### src/rtl/logic_pipe_pkg.sv
// rtl/logic_pipe_pkg.sv - shared types and constants for the logic delay pipe
// Contents: op_e operation encoding, stage_t pipeline stage record, CNT_W.
// stage_t carries a MAX_WIDTH result field; users store WIDTH bits in the
// low end and leave the rest zero, so one type serves every WIDTH <= MAX_WIDTH.
package logic_pipe_pkg;

  localparam int CNT_W     = 16;
  localparam int MAX_WIDTH = 64;

  typedef enum logic [1:0] {
    OP_AND = 2'd0,
    OP_OR  = 2'd1,
    OP_XOR = 2'd2,
    OP_CAT = 2'd3
  } op_e;

  typedef struct packed {
    logic                 valid;
    logic [MAX_WIDTH-1:0] res;
    logic                 flag;
  } stage_t;

endpackage

### src/rtl/logic_pipe_alu.sv
// rtl/logic_pipe_alu.sv - combinational operation and flag unit
// Ports:
//   op   in  operation select (op_e)
//   a, b in  WIDTH-bit operands
//   res  out operation result; CAT packs the low halves of a and b
//   flag out (|(a^b)) & (|(a&b))
import logic_pipe_pkg::*;

module logic_pipe_alu #(
  parameter int WIDTH = 4
) (
  input  op_e              op,
  input  logic [WIDTH-1:0] a,
  input  logic [WIDTH-1:0] b,
  output logic [WIDTH-1:0] res,
  output logic             flag
);

  localparam int HALF = WIDTH / 2;

  always_comb begin
    res = '0;
    case (op)
      OP_AND:  res = a & b;
      OP_OR:   res = a | b;
      OP_XOR:  res = a ^ b;
      OP_CAT:  res = {a[HALF-1:0], b[HALF-1:0]};
      default: res = '0;
    endcase
  end

  assign flag = (|(a ^ b)) & (|(a & b));

endmodule

### src/rtl/logic_delay_pipe.sv
// rtl/logic_delay_pipe.sv - bitwise op unit with runtime-programmable cycle latency
// Optional feature macro: LOGIC_PIPE_CNT_EN (adds the saturating beat_cnt output).
// Ports:
//   clk, rst             clock, synchronous active-high reset
//   cfg_wr, cfg_lat      latency write (accepted only when empty and 1..DEPTH)
//   cfg_err              one-cycle pulse after a rejected latency write
//   lat                  current latency
//   in_valid/in_ready    input handshake; in_op, in_a, in_b carry the beat
//   out_valid/out_ready  output handshake; out_res, out_flag carry the result
//   empty                no valid beat held in any stage
//   beat_cnt             output handshake count (LOGIC_PIPE_CNT_EN only)
import logic_pipe_pkg::*;

module logic_delay_pipe #(
  parameter int WIDTH = 4,
  parameter int DEPTH = 8,
  parameter int LW    = $clog2(DEPTH + 1)
) (
  input  logic             clk,
  input  logic             rst,
  input  logic             cfg_wr,
  input  logic [LW-1:0]    cfg_lat,
  output logic             cfg_err,
  output logic [LW-1:0]    lat,
  input  logic             in_valid,
  output logic             in_ready,
  input  logic [1:0]       in_op,
  input  logic [WIDTH-1:0] in_a,
  input  logic [WIDTH-1:0] in_b,
  output logic             out_valid,
  input  logic             out_ready,
  output logic [WIDTH-1:0] out_res,
  output logic             out_flag,
  output logic             empty
`ifdef LOGIC_PIPE_CNT_EN
  ,
  output logic [CNT_W-1:0] beat_cnt
`endif
);

  stage_t           stage_q [DEPTH];
  stage_t           stage_d [DEPTH];
  stage_t           new_stage;
  logic [LW-1:0]    lat_q, lat_d;
  logic             cfg_err_q, cfg_err_d;
  logic             stall;
  logic             accept;
  logic             cfg_ok;
  logic             any_valid;
  logic [WIDTH-1:0] alu_res;
  logic             alu_flag;

  logic_pipe_alu #(.WIDTH(WIDTH)) u_alu (
    .op   (op_e'(in_op)),
    .a    (in_a),
    .b    (in_b),
    .res  (alu_res),
    .flag (alu_flag)
  );

  always_comb begin
    any_valid = 1'b0;
    for (int i = 0; i < DEPTH; i++) begin
      any_valid = any_valid | stage_q[i].valid;
    end
  end

  // The whole chain freezes while the head beat waits on downstream.
  assign stall    = stage_q[DEPTH-1].valid & ~out_ready;
  assign in_ready = ~stall & ~cfg_wr & ~rst;
  assign accept   = in_valid & in_ready;
  assign empty    = ~any_valid;
  assign cfg_ok   = cfg_wr & empty & (cfg_lat != '0) & (cfg_lat <= LW'(DEPTH));

  always_comb begin
    new_stage                = '0;
    new_stage.valid          = 1'b1;
    new_stage.res[WIDTH-1:0] = alu_res;
    new_stage.flag           = alu_flag;
  end

  // Beats enter at stage DEPTH-lat so they reach the head after lat-1 shifts.
  // With lat fixed, the stage below the entry point is always empty, so the
  // override never clobbers an in-flight beat.
  always_comb begin
    for (int i = 0; i < DEPTH; i++) begin
      stage_d[i] = stage_q[i];
    end
    if (!stall) begin
      stage_d[0] = '0;
      for (int i = 1; i < DEPTH; i++) begin
        stage_d[i] = stage_q[i-1];
      end
    end
    if (accept) begin
      for (int i = 0; i < DEPTH; i++) begin
        if (i == DEPTH - int'(lat_q)) begin
          stage_d[i] = new_stage;
        end
      end
    end
  end

  always_comb begin
    lat_d     = cfg_ok ? cfg_lat : lat_q;
    cfg_err_d = cfg_wr & ~cfg_ok;
  end

  always_ff @(posedge clk) begin
    if (rst) begin
      for (int i = 0; i < DEPTH; i++) begin
        stage_q[i] <= '0;
      end
      lat_q     <= LW'(DEPTH);
      cfg_err_q <= 1'b0;
    end else begin
      for (int i = 0; i < DEPTH; i++) begin
        stage_q[i] <= stage_d[i];
      end
      lat_q     <= lat_d;
      cfg_err_q <= cfg_err_d;
    end
  end

  assign out_valid = stage_q[DEPTH-1].valid;
  assign out_res   = stage_q[DEPTH-1].res[WIDTH-1:0];
  assign out_flag  = stage_q[DEPTH-1].flag;
  assign lat       = lat_q;
  assign cfg_err   = cfg_err_q;

`ifdef LOGIC_PIPE_CNT_EN
  logic [CNT_W-1:0] cnt_q, cnt_d;

  // Saturating count of output handshakes.
  always_comb begin
    cnt_d = cnt_q;
    if (out_valid && out_ready && (cnt_q != '1)) begin
      cnt_d = cnt_q + CNT_W'(1);
    end
  end

  always_ff @(posedge clk) begin
    if (rst) begin
      cnt_q <= '0;
    end else begin
      cnt_q <= cnt_d;
    end
  end

  assign beat_cnt = cnt_q;
`endif

endmodule

### config.mk
export PLATFORM = sky130hd
export DESIGN_NAME = logic_delay_pipe
export DESIGN_NICKNAME = d
export VERILOG_FILES = /design/src/rtl/logic_pipe_pkg.sv /design/src/rtl/logic_pipe_alu.sv /design/src/rtl/logic_delay_pipe.sv
export SDC_FILE = /design/constraint.sdc
export NUM_CORES = 1
export LEC_CHECK = 0
export BUFFER_PORTS_ARGS = -buffer_cell sky130_fd_sc_hd__buf_2
export CORE_ASPECT_RATIO = 1.75
export CORE_MARGIN = 4
export CORE_UTILIZATION = 30
export CTS_BUF_LIST = sky130_fd_sc_hd__clkbuf_4 sky130_fd_sc_hd__clkbuf_8
export CTS_CLUSTER_SIZE = 40
export DETAILED_ROUTE_END_ITERATION = 7
export PLACE_DENSITY = 0.51
export SKIP_CTS_REPAIR_TIMING = 1
export SLEW_MARGIN = 20
export SYNTH_ARGS = -nofsm -noshare
export SYNTH_HDL_FRONTEND = slang
export SYNTH_HIERARCHICAL = 1
export SYNTH_SLANG_ARGS = --single-unit
### constraint.sdc
create_clock -name clk -period 2.3 [get_ports clk]
set_input_delay 0.46 -clock clk [delete_from_list [all_inputs] [get_ports clk]]
set_output_delay 0.46 -clock clk [all_outputs]
set_load 0.01 [all_outputs]
# Word level (Yosys, flattened, before mapping)

Memories as Yosys holds them, arrays and structs flattened.
Cells that the tools add are included.

Flip-flop bits (word level): 5
Latch bits: 0
RAM bits: 528
ROM bits: 0
Output and inout port bits: 13
Memories kept: 1

Memories:

| memory  | words | width | read ports | clocked after memory_dff | wr ports | RTL line               | RTL |
|---|---|---|---|---|---|---|---|
| stage_q | 8     | 66    | 8          | 0                        | 8        | logic_delay_pipe.sv:41 | `stage_t stage_q [DEPTH];` |

$add $sub $neg: 1
Multiply operators: 0
Divide/modulo/power cells: 0
Magnitude comparators: 1
Equality and inequality tests: 10
Shift operators: 0
Muxes and demuxes: 22
Bitwise logic cells: 33
Reductions and logical operators: 5

Operator list:

| cell                                                                   | number |
|---|---|
| 528-bit 2-to-1 mux                                                     | 2 |
| 66-bit 2-to-1 mux                                                      | 16 |
| 32-bit logical NOT                                                     | 1 |
| 4-bit by 5-bit equality test with 1-bit output (first input constant)  | 4 |
| 4-bit case mux with 4 select lines                                     | 1 |
| 1-bit bitwise OR                                                       | 15 |
| 3-bit by 5-bit equality test with 1-bit output (first input constant)  | 2 |
| 1-bit AND                                                              | 9 |
| 4-bit OR reduction                                                     | 2 |
| 1-bit inverter                                                         | 6 |
| 2-bit by 5-bit equality test with 1-bit output (first input constant)  | 1 |
| 4-bit by 4-bit subtractor with 5-bit output (first input constant)     | 1 |
| 4-bit AND                                                              | 1 |
| 2-bit equality test (second input constant)                            | 2 |
| 4-bit less-or-equal comparator (second input constant)                 | 1 |
| 4-bit bitwise OR                                                       | 1 |
| 4-bit nonzero test                                                     | 1 |
| 4-bit XOR                                                              | 1 |
| 1-bit 2-to-1 mux                                                       | 3 |
| 2-bit by 1-bit equality test with 1-bit output (second input constant) | 1 |
| 2-bit logical NOT                                                      | 1 |

# Logic depth before layout (Yosys ltp)

Gate-level depths: netlist of the first run.
An unclocked memory read counts as a cell.

Word-level depth: 14
Mapped depth: 7
Mapped depth without buffers: 6

# Modules after synthesis

The synthesis of the first run kept the hierarchy.

By module, submodules not included:

| module           | times used | cells each | area each (um^2) | sequential area each (um^2) |
|---|---|---|---|---|
| logic_delay_pipe | 1          | 270        | 2,427.3          | 1,061.0 |
| logic_pipe_alu   | 1          | 27         | 266.5            | 0.0 |

# Worst setup path after synthesis of the first run

OpenSTA, ideal clock, no wires.

Path type: input to register
From: input rst
To: memory stage_q[1][2] in the netlist's numbering
Arrival: 1,624 ps
Required time: 2,166 ps
Setup slack: 542 ps
Cell stages on the path: 5
Buffers on the path: 1
Cells stage by stage: buf_2 > or3b_4 > or4_4 > nor2_1 > a211oi_1

RTL lines:

| item            | RTL line               | RTL |
|---|---|---|
| start, declared | logic_delay_pipe.sv:20 | `input logic rst,` |
| end, declared   | logic_delay_pipe.sv:41 |  |

==> impl_metrics.py, run 1 <==
metrics = {
    "logic_synthesis": {
        "synth_fa_ha_area_share_pct": 3.72,
        "ys_seq_area_share_pct": 39.4,
        "ys_seq_elements": 53,
        "synth-simple-area-share_pct": 18.5,
        "synth.avg_cell_area_sq_um": 9.07,
        "syn_inst": 297,
        "netlist_top_cells_count": "dfxtp_1, nand2_1, mux2i_1, nor2_1, a211oi_1",
        "synth_top_flop_cell": "dfxtp_1",
        "synth_top_family_by_area": "simple AND/OR/NAND/NOR gates",
        "synth_xor_area_share_pct": 0.325,
        "post-synth-top-count-cell": "dfxtp_1",
        "netlist_area_sq_mm": 0.00269,
        "yosys.area.top_type": "dfxtp_1",
        "synth_warnings": 6,
        "synth-compound-area-share_pct": 14.0,
        "synthMuxAreaShare_pct": 16.9,
        "synth_top_area_share_pct": 39.4,
        "synth_edf_count": 0,
        "synthArstFlopShare_pct": 0,
        "ys_top_cells_by_area": "dfxtp_1, mux2i_1, a211oi_1",
        "ys_types": 35,
        "syn_nets": 324,
    },
    "cts": {
        "numCtsBuffers": 5,
        "root_buffer": "clkbuf_8",
        "clock_sinks": 53,
        "cts_tree": "yes",
        "h-tree-depth": 2,
        "clk_path_buf_depth": 2,
        "clk_latency_ns": 0.31,
        "path_clk_slew_ns": 0.09,
    },
    "placement": {
        "place_congestion": 0.724,
        "place_worst_setup_slack_ns": 0.275,
        "dpl-instance-area_sq_mm": 0.00294,
        "port_buffers": 31,
        "dp.final_hpwl_mm": 4.49,
    },
    "route": {
        "wire_per_inst_microns": 14.5,
        "vias_per_cell": 4.87,
        "antenna_left": 0,
        "first_pass_iters": 4,
        "first_iter_violations": 97,
        "drt_wl_total_mm": 6.26,
        "vias": 2109,
        "drc": 0,
    },
    "layout": {
        "fill_cells": 917,
        "post-route-util_pct": 35.1,
        "final-seq-area_sq_mm": 0.00106,
        "design_area_sq_mm": 0.00306,
        "multi_input_area_sq_mm": 0.00145,
        "drive_gt1_share_pct": 18.4,
        "num-nets-final": 342,
        "antenna_cells": 0,
        "syn2layout_area_growth_pct": 13.6,
    },
    "sta": {
        "rsz0062_at_grt": "false",
        "hold_viol_final": 0,
        "setup_viol": 0,
        "tightest_slew_ns": 0.612,
        "fin_crit_ns": 2.06,
        "maxSlewViolCount": 0,
        "setup_ws_ns": 0.240,
        "fin_tns_setup_ns": 0,
        "finClkSkew_ns": 0.00222,
        "relSlewSlack_pct": 59.1,
        "post-route-period-util_pct": 89.5,
        "max_freq_ghz": 0.486,
    },
    "global_route": {
        "grt_max_degree": 46,
        "grt_pass1_vias": 2045,
        "antenna_found_initial": 0,
        "overflow": 0,
        "grt_pass1_wl_mm": 10.2,
        "gr-usage-all-layers_pct": 12.5,
    },
    "critical_path": {
        "end_kind": "output port",
        "worstPathArrival_ns": 1.60,
        "reg2reg_slack_ns": 0.58,
        "r2r_end": "lat[2]",
        "worstPathCellList": "or4_1 > nor2_1 > buf_2",
        "slowest_stage": "or4_1",
        "path_class": "flip-flop to output port",
        "critical_path.max_stage_delay_ns": 0.54,
        "worst-r2r-cell-count": 4,
        "worst_ep_required_time_ns": 1.84,
        "cp-start-kind": "flip-flop",
        "cp_max_fo": 3,
        "r2r_start": "stage_q[0][263]",
    },
    "hold_path": {
        "hold_class": "primary input to flip-flop",
        "min_path_cells": 3,
        "hold_end": "lat[0]",
        "min_from": "cfg_lat[0]",
    },
    "power_and_ir_drop": {
        "leakagePower_nw": 1.26,
        "power_mw": 1.77,
        "p_per_area_mw_per_mm2": 577,
        "vdd_drop_max_v": 0.000336,
    },
    "floorplan": {
        "die-area_sq_mm": 0.0106,
        "io_pins": 32,
        "initial_core_util_pct": 30.9,
        "core_sq_mm": 0.00873,
        "die_w_microns": 79.6,
        "std_cell_rows": 45,
        "die_y_microns": 133,
    },
    "flow_run": {
        "drv_cap": 0,
    },
    "run_status": {
        "status": "finished, final reports clean",
    },
}
critical path: cells and delay by family, from the launching register on:
family	cells	cell delay, ns
flip-flops	1	0.33
buffers and inverters	1	0.18
AND/OR/NAND/NOR	2	0.78
sequential cells by signal (all words and copies together) (netlist names):
name and count:
cfg_err 1, stage_q 48, lat 4
through the flow:
| step | cells | hold slack [ns] |
|---|---|---|
| 5_1_grt | 433 | 0.430 |
| 4_1_cts | 433 | 0.411 |
| 3_5_place_dp | 425 | 0.484 |
| 2_1_floorplan | 297 | 0.460 |
| 6_report | 433 | 0.421 |
| 3_3_place_gp | 425 | 0.475 |
cells by family after synthesis:
kind of cell    Yosys count
compound gates           53
xor+xnor                  1
fa+ha+maj                 8
buf+inv                  45
flops                    53
mux                      39
simple gates             98
power breakdown:
group	internal, mW	switching (mW)	leakage (nW)
clock	0.367	0.304	0.0619
sequential	0.928	0.0100	0.428
combinational	0.0639	0.0925	0.766
worst max-delay path by stage:
stage | from | slack (ns) | end | depth (start not counted)
global placement | in_a[1] | 0.29 | stage_q[0][2] | 6
CTS | stage_q[0][263] | 0.20 | empty | 3
finish | stage_q[0][263] | 0.24 | empty | 3
detailed placement | in_a[0] | 0.27 | stage_q[0][1] | 6
global route | stage_q[1][263] | 0.15 | empty | 3
floorplan | rst | 0.54 | stage_q[1][2] | 5
cell type report:
cell class,instances,area share (%)
Clock buffer,7,2.94
Clock inverter,1,0.981
Inverter,15,1.84
Multi-Input combinational cell,199,47.3
Sequential cell,53,34.7
Tap cell,117,4.78
Timing Repair Buffer,41,7.52
cells in the final DEF (no fill, tap or decap), types with 5 or more instances in the layout:
master	instances
o31ai_1	14
dfxtp_1	53
clkbuf_8	6
nand2_1	36
ha_1	8
nor2_1	29
buf_4	10
a22oi_1	5
buf_2	31
inv_1	12
a211oi_1	19
a31oi_1	5
a21oi_1	6
mux2i_1	35
nand2b_1	7
layer usage:
metal | track usage (%) | up-vias | part of all wire (%)
met5 | 0 | - | 0
met4 | 5.74 | 0 | 2.1
met3 | 1.89 | 7 | 1.8
met2 | 22.4 | 23 | 53
met1 | 14.1 | 999 | 43
li1 | - | 1080 | -
Note: power is estimated with default switching activity, not from simulation.
==> run 2: changes to the inputs <==
- CORE_UTILIZATION: 30 -> 35
- PLACE_DENSITY: 0.51 -> 0.57
==> run 2 against run 1 <==
Compared with the run above: final cell count is 7.4% lower; highest routed layer unchanged; non-clock buffer count shrank 2; critical path type unchanged; wire length about the same; die area down 13%; fmax down 0.59%.
==> impl_metrics.py, run 2 (synthesis gave the netlist of run 1 again) <==
metrics = {
    "sta": {
        "finClkSkew_ns": 0.00410,
        "post-route-period-util_pct": 90.1,
        "maxSlewViolCount": 0,
        "whs_ns": 0.411,
        "max_freq_ghz": 0.483,
        "hold_viol_final": 0,
        "fin_crit_ns": 2.07,
        "fin_tns_setup_ns": 0,
        "setup_viol": 0,
        "tightest_slew_ns": 0.603,
        "rsz0062_at_grt": "false",
        "relSlewSlack_pct": 59.5,
    },
    "critical_path": {
        "worst_ep_required_time_ns": 1.84,
        "r2r_start": "stage_q[1][263]",
        "cp-start-kind": "flip-flop",
        "worstPathArrival_ns": 1.61,
        "r2r_end": "lat[0]",
        "reg2reg_slack_ns": 0.58,
        "worst-r2r-cell-count": 4,
        "cp_max_fo": 4,
        "path_class": "flip-flop to output port",
        "end_kind": "output port",
    },
    "route": {
        "drc": 0,
        "first_pass_iters": 4,
        "first_iter_violations": 74,
        "wire_per_inst_microns": 15.6,
        "drt_wl_total_mm": 6.26,
        "vias": 2108,
        "antenna_left": 0,
        "vias_per_cell": 5.26,
    },
    "floorplan": {
        "die_y_microns": 124,
        "die-area_sq_mm": 0.00922,
        "initial_core_util_pct": 35.8,
        "io_pins": 32,
        "die_w_microns": 74.3,
        "core_sq_mm": 0.00751,
        "std_cell_rows": 42,
    },
    "layout": {
        "final-seq-area_sq_mm": 0.00106,
        "post-route-util_pct": 39.8,
        "num-nets-final": 340,
        "design_area_sq_mm": 0.00299,
        "final_common_cell": "dfxtp_1",
        "antenna_cells": 0,
        "drive_gt1_share_pct": 17.6,
        "largest_reg_flops": 48,
        "regMostFlops": "stage_q",
        "mostFrequentLayoutCells": "dfxtp_1, nand2_1, mux2i_1",
        "multi_input_area_sq_mm": 0.00145,
        "fill_cells": 756,
        "syn2layout_area_growth_pct": 11.1,
    },
    "global_route": {
        "grt_max_degree": 44,
        "grt_pass1_wl_mm": 10.6,
        "overflow": 0,
        "gr-usage-all-layers_pct": 15.0,
        "grt_pass1_vias": 2107,
        "antenna_found_initial": 0,
    },
    "cts": {
        "clk_path_buf_depth": 2,
        "clk_latency_ns": 0.31,
        "path_clk_slew_ns": 0.09,
        "cts_tree": "yes",
        "root_buffer": "clkbuf_8",
        "h-tree-depth": 2,
        "clock_sinks": 53,
        "numCtsBuffers": 5,
    },
    "hold_path": {
        "hold_class": "primary input to flip-flop",
        "min_path_cells": 3,
        "min_from": "cfg_lat[1]",
        "hold_end": "lat[1]",
    },
    "power_and_ir_drop": {
        "p_per_area_mw_per_mm2": 553,
        "leakagePower_nw": 1.23,
        "power_mw": 1.66,
        "vdd_drop_max_v": 0.000254,
    },
    "placement": {
        "port_buffers": 31,
        "place_congestion": 0.762,
        "dpl-instance-area_sq_mm": 0.00290,
        "dp.final_hpwl_mm": 4.53,
    },
    "run_status": {
        "status": "finished, final reports clean",
    },
    "flow_run": {
        "drv_cap": 0,
    },
}
==> run 2: how the worst max path moves through the flow <==
stage,start,endpoint,slack (ns),depth (start not counted)
6_report,stage_q[1][263],empty,0.23,3
4_1_cts,stage_q[1][263],empty,0.19,3
2_1_floorplan,rst,stage_q[1][2],0.54,5
3_5_place_dp,in_a[1],stage_q[0][2],0.27,6
5_1_grt,stage_q[1][263],empty,0.14,3
3_3_place_gp,in_a[1],stage_q[0][2],0.31,6
==> run 2: final cells by class <==
type | count | area share (%)
clock buffers | 7 | 3.01
inverters | 15 | 1.88
multi-input cells | 199 | 48.3
flip-flops and latches | 53 | 35.5
well taps | 88 | 3.68
repair buffers | 39 | 7.61
==> run 2: worst max-delay path, stage by stage (launching register included) <==
cell and delay [ns]:
dfxtp_1 0.35, or4_1 0.53, nor2_1 0.22, buf_2 0.18
==> run 2: report_power, final <==
group	switching [mW]	internal (mW)	leakage, nW
logic	0.0949	0.0650	0.759
clock network	0.306	0.252	0.0477
registers	0.0102	0.928	0.428
total	0.411	1.24	1.23
==> run 2: per-layer routing <==
metal | track usage, % | routed length, microns | part of all wire, %
met5 | 0 | 0 | 0
met4 | 6.68 | 176 | 2.8
met3 | 2.18 | 171 | 2.7
met2 | 26.6 | 3240 | 52
met1 | 17.5 | 2680 | 43
==> run 2: per-stage QoR <==
stage / setup slack [ns] / cells
after floorplan: 0.542 / 297
after global placement: 0.306 / 394
after detailed placement: 0.270 / 394
after CTS: 0.185 / 401
after global routing: 0.143 / 401
final: 0.228 / 401
